`config.mk`:
```
export PLATFORM = sky130hd
export DESIGN_NAME = ldpc_3gpp_dec_obuf_ctrl
export DESIGN_NICKNAME = d
export VERILOG_FILES = /design/src/rtl/ldpc_3gpp_dec_obuf_ctrl.sv
export SDC_FILE = /design/constraint.sdc
export NUM_CORES = 1
export LEC_CHECK = 0
export BUFFER_PORTS_ARGS = -buffer_cell sky130_fd_sc_hd__buf_2
export CORE_MARGIN = 5
export CORE_UTILIZATION = 55
export CTS_CLUSTER_DIAMETER = 200
export CTS_CLUSTER_SIZE = 8
export DETAILED_ROUTE_END_ITERATION = 12
export GPL_TIMING_DRIVEN = 0
export PLACE_DENSITY_LB_ADDON = 0.08
export REMOVE_ABC_BUFFERS = 1
export SYNTH_ARGS = -nofsm -noshare
export SYNTH_HDL_FRONTEND = slang
export SYNTH_SLANG_ARGS = --single-unit
```
`constraint.sdc`:
```
create_clock -name iclk -period 3.1 [get_ports iclk]
set_input_delay 0.155 -clock iclk [delete_from_list [all_inputs] [get_ports iclk]]
set_output_delay 0.155 -clock iclk [all_outputs]
set_load 0.1 [all_outputs]
```
`src/rtl/ldpc_3gpp_dec_obuf_ctrl.sv`:
```
// rtl/ldpc_3gpp_dec_obuf_ctrl.sv - output memory bank scheduler for the LDPC decoder
// Hands free banks to the engine and queues filled banks (with tag/decfail/err) for the sink.
module ldpc_3gpp_dec_obuf_ctrl #(
    parameter int pBANK_W = 1,
    parameter int pERR_W  = 16,
    parameter int pTAG_W  = 4
) (
    input  logic                iclk,
    input  logic                ireset,
    input  logic                iclkena,
    input  logic                iflush,
    input  logic                iwdone,
    input  logic [pTAG_W-1:0]   iwtag,
    input  logic                iwdecfail,
    input  logic [pERR_W-1:0]   iwerr,
    output logic [pBANK_W-1:0]  owbank,
    output logic                owfull,
    output logic                orfull,
    output logic [pBANK_W-1:0]  orbank,
    output logic [pTAG_W-1:0]   ortag,
    output logic                ordecfail,
    output logic [pERR_W-1:0]   orerr,
    input  logic                irempty,
    output logic [pBANK_W:0]    ousedw
);

    localparam int              cBANKS = 2**pBANK_W;
    localparam logic [pBANK_W:0] cMAX  = (pBANK_W+1)'(cBANKS);

    logic [pBANK_W-1:0] wptr;
    logic [pBANK_W-1:0] rptr;
    logic [pBANK_W:0]   used;

    logic [pTAG_W-1:0]  ctx_tag     [cBANKS];
    logic               ctx_decfail [cBANKS];
    logic [pERR_W-1:0]  ctx_err     [cBANKS];

    logic full;
    logic nempty;
    logic wr_acc;
    logic rd_acc;

    // Acceptance uses the pre-edge occupancy, so a release never admits a same-edge commit.
    assign full   = (used == cMAX);
    assign nempty = (used != '0);
    assign wr_acc = iwdone & ~full;
    assign rd_acc = irempty & nempty;

    always_ff @(posedge iclk) begin
        if (ireset) begin
            wptr <= '0;
            rptr <= '0;
            used <= '0;
            for (int i = 0; i < cBANKS; i++) begin
                ctx_tag[i]     <= '0;
                ctx_decfail[i] <= 1'b0;
                ctx_err[i]     <= '0;
            end
        end else if (iclkena) begin
            if (iflush) begin
                wptr <= '0;
                rptr <= '0;
                used <= '0;
            end else begin
                if (wr_acc) begin
                    ctx_tag[wptr]     <= iwtag;
                    ctx_decfail[wptr] <= iwdecfail;
                    ctx_err[wptr]     <= iwerr;
                    wptr              <= wptr + 1'b1;
                end
                if (rd_acc) begin
                    rptr <= rptr + 1'b1;
                end
                if (wr_acc && !rd_acc) begin
                    used <= used + 1'b1;
                end else if (rd_acc && !wr_acc) begin
                    used <= used - 1'b1;
                end
            end
        end
    end

    assign owbank    = wptr;
    assign orbank    = rptr;
    assign owfull    = full;
    assign orfull    = nempty;
    assign ousedw    = used;
    assign ortag     = ctx_tag[rptr];
    assign ordecfail = ctx_decfail[rptr];
    assign orerr     = ctx_err[rptr];

endmodule

```
==> metrics.yaml, run 1 <==
gp_congestion: 0.7074
cts_num_sinks: 47
cp-start-kind: "register"
setup_viol: 0
power.density_nw_per_um2: 553.8
synth_flop_cell: "edfxtp_1"
clk_latency_ns: 0.29
synth_common_cells: "nor2_1, edfxtp_1, nand2b_1"
drc: 0
cap_violations: 0
initial_core_util: 0.5778
drtIter0Drc: 58
switchingPower_w: 0.0003920
seq_power_share: 0.520
antennaDiodeCount: 0
slew_violations: 0
finalCritPeriodShare: 0.8857
critical_path_arrival_ns: 2.66
ant_nets: 0
ctsHtreeMaxLevel: 2
grt_max_degree: 31
place_area_sq_um: 2411
first_global_vias: 1404
crit_fanout: 23
netlist_instances: 173
finalHoldViolations: 0
switching_share: 0.2810
final_layout_size_suffix_gt1_frac: 0.3722
cts_tree: "built"
fp.dieH_um: 72.48
status: "complete, no violations"
clk_pin_slew_ns: 0.08
yosys.area.top_type: "edfxtp_1"
pwr-share-comb: 0.176
rsz0062_at_grt: "false"
fin_skew_ns: 0.008970
yosys_warnings: 0
leakage_nw: 1.005
placed_cells: 263
track_usage: 0.1549
utilization: 0.6778
ys_types: 22
synthToLayoutAreaGrowth_pct: 17.31
yosys_register_bits: 47
worst_pin_slew_ns: 1.051
cts_made_buffers: 5
hpwlAfterDp_um: 2543
cts_hold_buf: 0
die_x_um: 72.48
core_sq_um: 3716
dieArea_sq_um: 5253
design_area_sq_um: 2519
final_nets: 249
synth.avg_cell_area_sq_um: 12.41
synth_area_leaders: "edfxtp_1, mux2_2, nor2_1"
synth-async-reset-ratio: 0
critPathKind: "reg -> reg"
endpoint_kind: "register"
synth_enable_flop_cells: 42
vias_per_cell: 5.402
cts_root_buffer: "clkbuf_8"
internal_power_w: 0.001003
synth_area_sq_um: 2147
cts_setup_buffers: 0
final_cells: 271
wl_per_cell_um: 14.50
vias: 1464
drt-pass1-iter-count: 4
num_io_pins: 54
totalWireLength_um: 3929
vdd_ir_drop_max_v: 0.0002734
yosysMostFrequentCell: "nor2_1"
fmax_mhz: 364.2
row_count: 22
period_minus_slack_ns: 2.746
min_path_type: "in -> reg"
cp.required_ns: 3.01
grt-ovfl-total: 0
yosys.area.top_type_share: 0.5874
slew_headroom: 0.2995
grt_first_pass_wirelength_um: 6182
cts_resized: 0
cts_buffer_depth: 2
portBuffers: 53
clkPwrFrac: 0.304
seq_area_frac_synth: 0.6340
grt_antenna_before_repair: 0
-- kinds of logic (layout without fill, tap and decap cells) --
kind of cell / Yosys count / in the layout / synth area share
compound gates: 10 / 10 / 0.03088
xor+xnor: 1 / 1 / 0.004080
buf+inv: 14 / 64 / 0.03380
flops: 47 / 47 / 0.6340
mux: 22 / 22 / 0.1154
simple gates: 79 / 79 / 0.1818
-- metal layers --
layer	up-vias	GRT usage	wire [um]
met3	6	0.03601	252
met2	49	0.2791	2068
met1	706	0.1792	1554
met4	0	0.05533	53
li1	703	-	-
met5	-	0	0
-- path summary, 6_finish.rpt --
| check | from | to | slack, ns | cells after the start |
|---|---|---|---|---|
| worst max-delay path | ousedw[0] | ctx_err[0][11] | 0.35 | 3 |
| worst min-delay path | iwerr[5] | ctx_err[0][5] | 0.18 | 3 |
| worst max register to register | ousedw[0] | ctx_err[0][11] | 0.35 | 3 |
| worst min register to register | owbank | owbank | 0.53 | 2 |
-- critical path, stage by stage, from the launching register on --
cell      delay, ns
dfxtp_1        0.44
nor2b_1        0.12
or4_1          0.88
nand2b_1       0.92
-- layout by cell type, fill, tap and decap left out, drive strengths merged, types with 3 or more instances in the layout --
cell type / count
inv: 3
nor2: 44
mux2: 22
or4: 3
buf: 53
edfxtp: 42
clkbuf: 5
nand2: 4
nand2b: 23
o21ai: 3
dfxtp: 5
-- layout make-up --
cell class	instances	area (sq um)
inverters	3	11.26
multi-input cells	112	713.2
clock buffers	5	68.82
repair buffers	53	265.3
fillers	283	1197
well taps	48	60.06
clock inverters	3	38.79
flip-flops and latches	47	1361
-- flip-flops by register name, indices dropped and copies added (netlist names), named ones only --
name and flops:
owbank 1, orbank 1, ousedw 2, ctx_decfail 2, ctx_err 32, ctx_tag 8
-- power by group through the flow --
stage                     clock network (W)  registers (W)  logic (W)
final                              0.000425       0.000725   0.000245
after CTS                          0.000433       0.000726   0.000247
after floorplan                           0       0.000748   0.000182
after global placement                    0       0.000739   0.000243
after global routing               0.000456       0.000728   0.000258
after detailed placement                  0       0.000740   0.000247
-- per-stage QoR --
stage,hold slack [ns],TNS [ns],worst slack [ns],power [W]
2_1_floorplan,0.2241,-47.90,-0.9625,0.0009301
3_3_place_gp,0.4706,0,0.3619,0.0009818
3_5_place_dp,0.4824,0,0.3107,0.0009871
4_1_cts,0.1691,0,0.2873,0.001406
5_1_grt,0.1912,0,0.1679,0.001442
6_report,0.1823,0,0.3543,0.001395
Power figures use the tool's default switching activity.
==> run 2, diff against run 1 <==
Settings changed: CORE_UTILIZATION 55 to 52.
Clock period 3.1 ns to 2.82 ns, I/O delays scaled along.
==> metrics.yaml, run 2 (synthesis gave the netlist of run 1 again) <==
dieArea_sq_um: 5514  # was 5253 sq um
antennaDiodeCount: 0  # unchanged
final_cell_mix: "buf_2, nor2_1, edfxtp_1, mux2_2, nand2b_1"  # was buf_2, nor2_1, edfxtp_1, nand2b_1, mux2_2
cap_violations: 0  # unchanged
wl_per_cell_um: 15.51  # was 14.50 um
crit_slowest_cell: "or4_1"  # was nand2b_1
clkPwrFrac: 0.264  # was 0.304
grt-ovfl-total: 0  # unchanged
ant_nets: 0  # unchanged
track_usage: 0.1632  # was 0.1549
clk_latency_ns: 0.29  # about the same
grt_max_degree: 31  # unchanged
ctsHtreeMaxLevel: 2  # unchanged
critPathKind: "reg -> reg"  # unchanged
leakage_nw: 0.9914  # was 1.005 nW
placed_cells: 265  # was 263
clk_pin_slew_ns: 0.08  # about the same
multi_input_area_sq_um: 715.7  # was 713.2 sq um
cp_slowest_stage_delay_ns: 0.91  # was 0.92 ns
final_nets: 249  # unchanged
cp.required_ns: 2.75  # was 3.01 ns
min_path_type: "in -> reg"  # unchanged
cts_num_sinks: 47  # unchanged
drt-pass1-iter-count: 4  # unchanged
final_cells: 273  # was 271
fin_ws_ns: 0.3841  # was 0.3543 ns
finalCritPeriodShare: 0.8638  # was 0.8857
synthToLayoutAreaGrowth_pct: 16.32  # was 17.31%
switchingPower_w: 0.0004365  # was 0.0003920 W
core_sq_um: 4000  # was 3716 sq um
cts_hold_buf: 0  # unchanged
layout_commonest_cell: "buf_2"  # unchanged
fin_skew_ns: 0.006108  # was 0.008970 ns
cts_buffer_depth: 2  # unchanged
slew_violations: 0  # unchanged
die_x_um: 74.26  # was 72.48 um
first_global_vias: 1496  # was 1404
cts_tree: "built"  # unchanged
fmax_mhz: 410.5  # was 364.2 MHz
grt_antenna_before_repair: 0  # unchanged
final_layout_size_suffix_gt1_frac: 0.3722  # unchanged
largest_register_ffs: 32  # unchanged
crit_fanout: 23  # unchanged
regArea_sq_um: 1361  # unchanged
slew_headroom: 0.2977  # was 0.2995
regMostFlops: "ctx_err"  # unchanged
num_io_pins: 54  # unchanged
pre_cts_ws_ns: 0.01828  # was 0.3107 ns
vias: 1462  # was 1464
endpoint_kind: "register"  # unchanged
rsz0062_at_grt: "false"  # unchanged
fp.dieH_um: 74.26  # was 72.48 um
row_count: 23  # was 22
cts_root_buffer: "clkbuf_8"  # unchanged
portBuffers: 53  # unchanged
internal_power_w: 0.001017  # was 0.001003 W
design_area_sq_um: 2497  # was 2519 sq um
grt_first_pass_wirelength_um: 6803  # was 6182 um
drtIter0Drc: 136  # was 58
place_area_sq_um: 2414  # was 2411 sq um
top_regs: "ctx_err x32, ctx_tag x8"  # unchanged
tns_ns: 0  # unchanged
switching_share: 0.3002  # was 0.2810
status: "complete, no violations"  # unchanged
vdd_ir_drop_max_v: 0.0003743  # was 0.0002734 V
vias_per_cell: 5.355  # was 5.402
gp_congestion: 0.7261  # was 0.7074
period_minus_slack_ns: 2.436  # was 2.746 ns
finalHoldViolations: 0  # unchanged
seq_power_share: 0.549  # was 0.520
worst_pin_slew_ns: 1.053  # was 1.051 ns
totalWireLength_um: 4234  # was 3929 um
n_fill_cell: 336  # was 283
cp-start-kind: "register"  # unchanged
power.density_nw_per_um2: 582.2  # was 553.8 nW/um^2
critical_path_arrival_ns: 2.37  # was 2.66 ns
totalPowerFinal_w: 0.001454  # was 0.001395 W
cts_made_buffers: 5  # unchanged
hpwlAfterDp_um: 2806  # was 2543 um
drc: 0  # unchanged
pwr-share-comb: 0.187  # was 0.176
initial_core_util: 0.5368  # was 0.5778
crit_chain: "nor2b_1 > or4_1 > nand2b_2"  # was nor2b_1 > or4_1 > nand2b_1
setup_viol: 0  # unchanged
==> run 2: cell types whose count changed in the layout (fill, tap and decap cells not counted), sizes merged <==
cell / previous run / this run
bufinv: 1 / 0
clkinv: 2 / 1
clkbuf: 5 / 7
==> run 2: path summary, 6_finish.rpt <==
kind	start	end	slack (ns)	cells after the start
setup / recovery	ousedw[0]	ctx_err[0][14]	0.38	3
hold / removal	iwtag[2]	ctx_tag[0][2]	0.17	3
setup reg to reg	ousedw[0]	ctx_err[0][14]	0.38	3
hold reg to reg	owbank	owbank	0.54	2
==> run 2: power by group through the flow <==
stage / combinational (W) / clock (W) / sequential, W
floorplan: 0.000200 / 0 / 0.000822
CTS: 0.000274 / 0.000387 / 0.000798
global placement: 0.000268 / 0 / 0.000812
global route: 0.000285 / 0.000421 / 0.000800
detailed placement: 0.000273 / 0 / 0.000815
finish: 0.000272 / 0.000384 / 0.000798
==> run 2: metal layers <==
metal  vias to the layer above  GRT usage  routed length (um)
li1                        703          -                   -
met1                       711     0.2073                1756
met2                        41     0.2746                2168
met3                         7    0.04054                 246
met4                         0    0.05534                  63
met5                         -          0                   0
==> run 2: timing repair <==
action	in CTS	in global routing
resized for setup	0	1
setup buffers	0	0
endpoints found under the setup margin	0	21
==> run 2: metrics by stage <==
step                  util  hold WS [ns]
CTS                 0.6237        0.1707
floorplan                -        0.2101
detailed placement  0.6034        0.4689
global placement    0.6034        0.4591
global route        0.6243        0.1773
finish              0.6243        0.1674
==> run 2: area by class of cell <==
| cell class | instances | area share |
|---|---|---|
| Inverter | 3 | 0.004509 |
| Clock buffer | 7 | 0.03056 |
| Clock inverter | 1 | 0.002004 |
| Timing Repair Buffer | 53 | 0.1062 |
| Sequential cell | 47 | 0.5451 |
| Tap cell | 50 | 0.02505 |
| Multi-Input combinational cell | 112 | 0.2866 |
==> run 2: critical path: cells and delay by family (launching register included) <==
kind | cells | cell delay (ns)
simple gates | 3 | 1.64
flops | 1 | 0.43
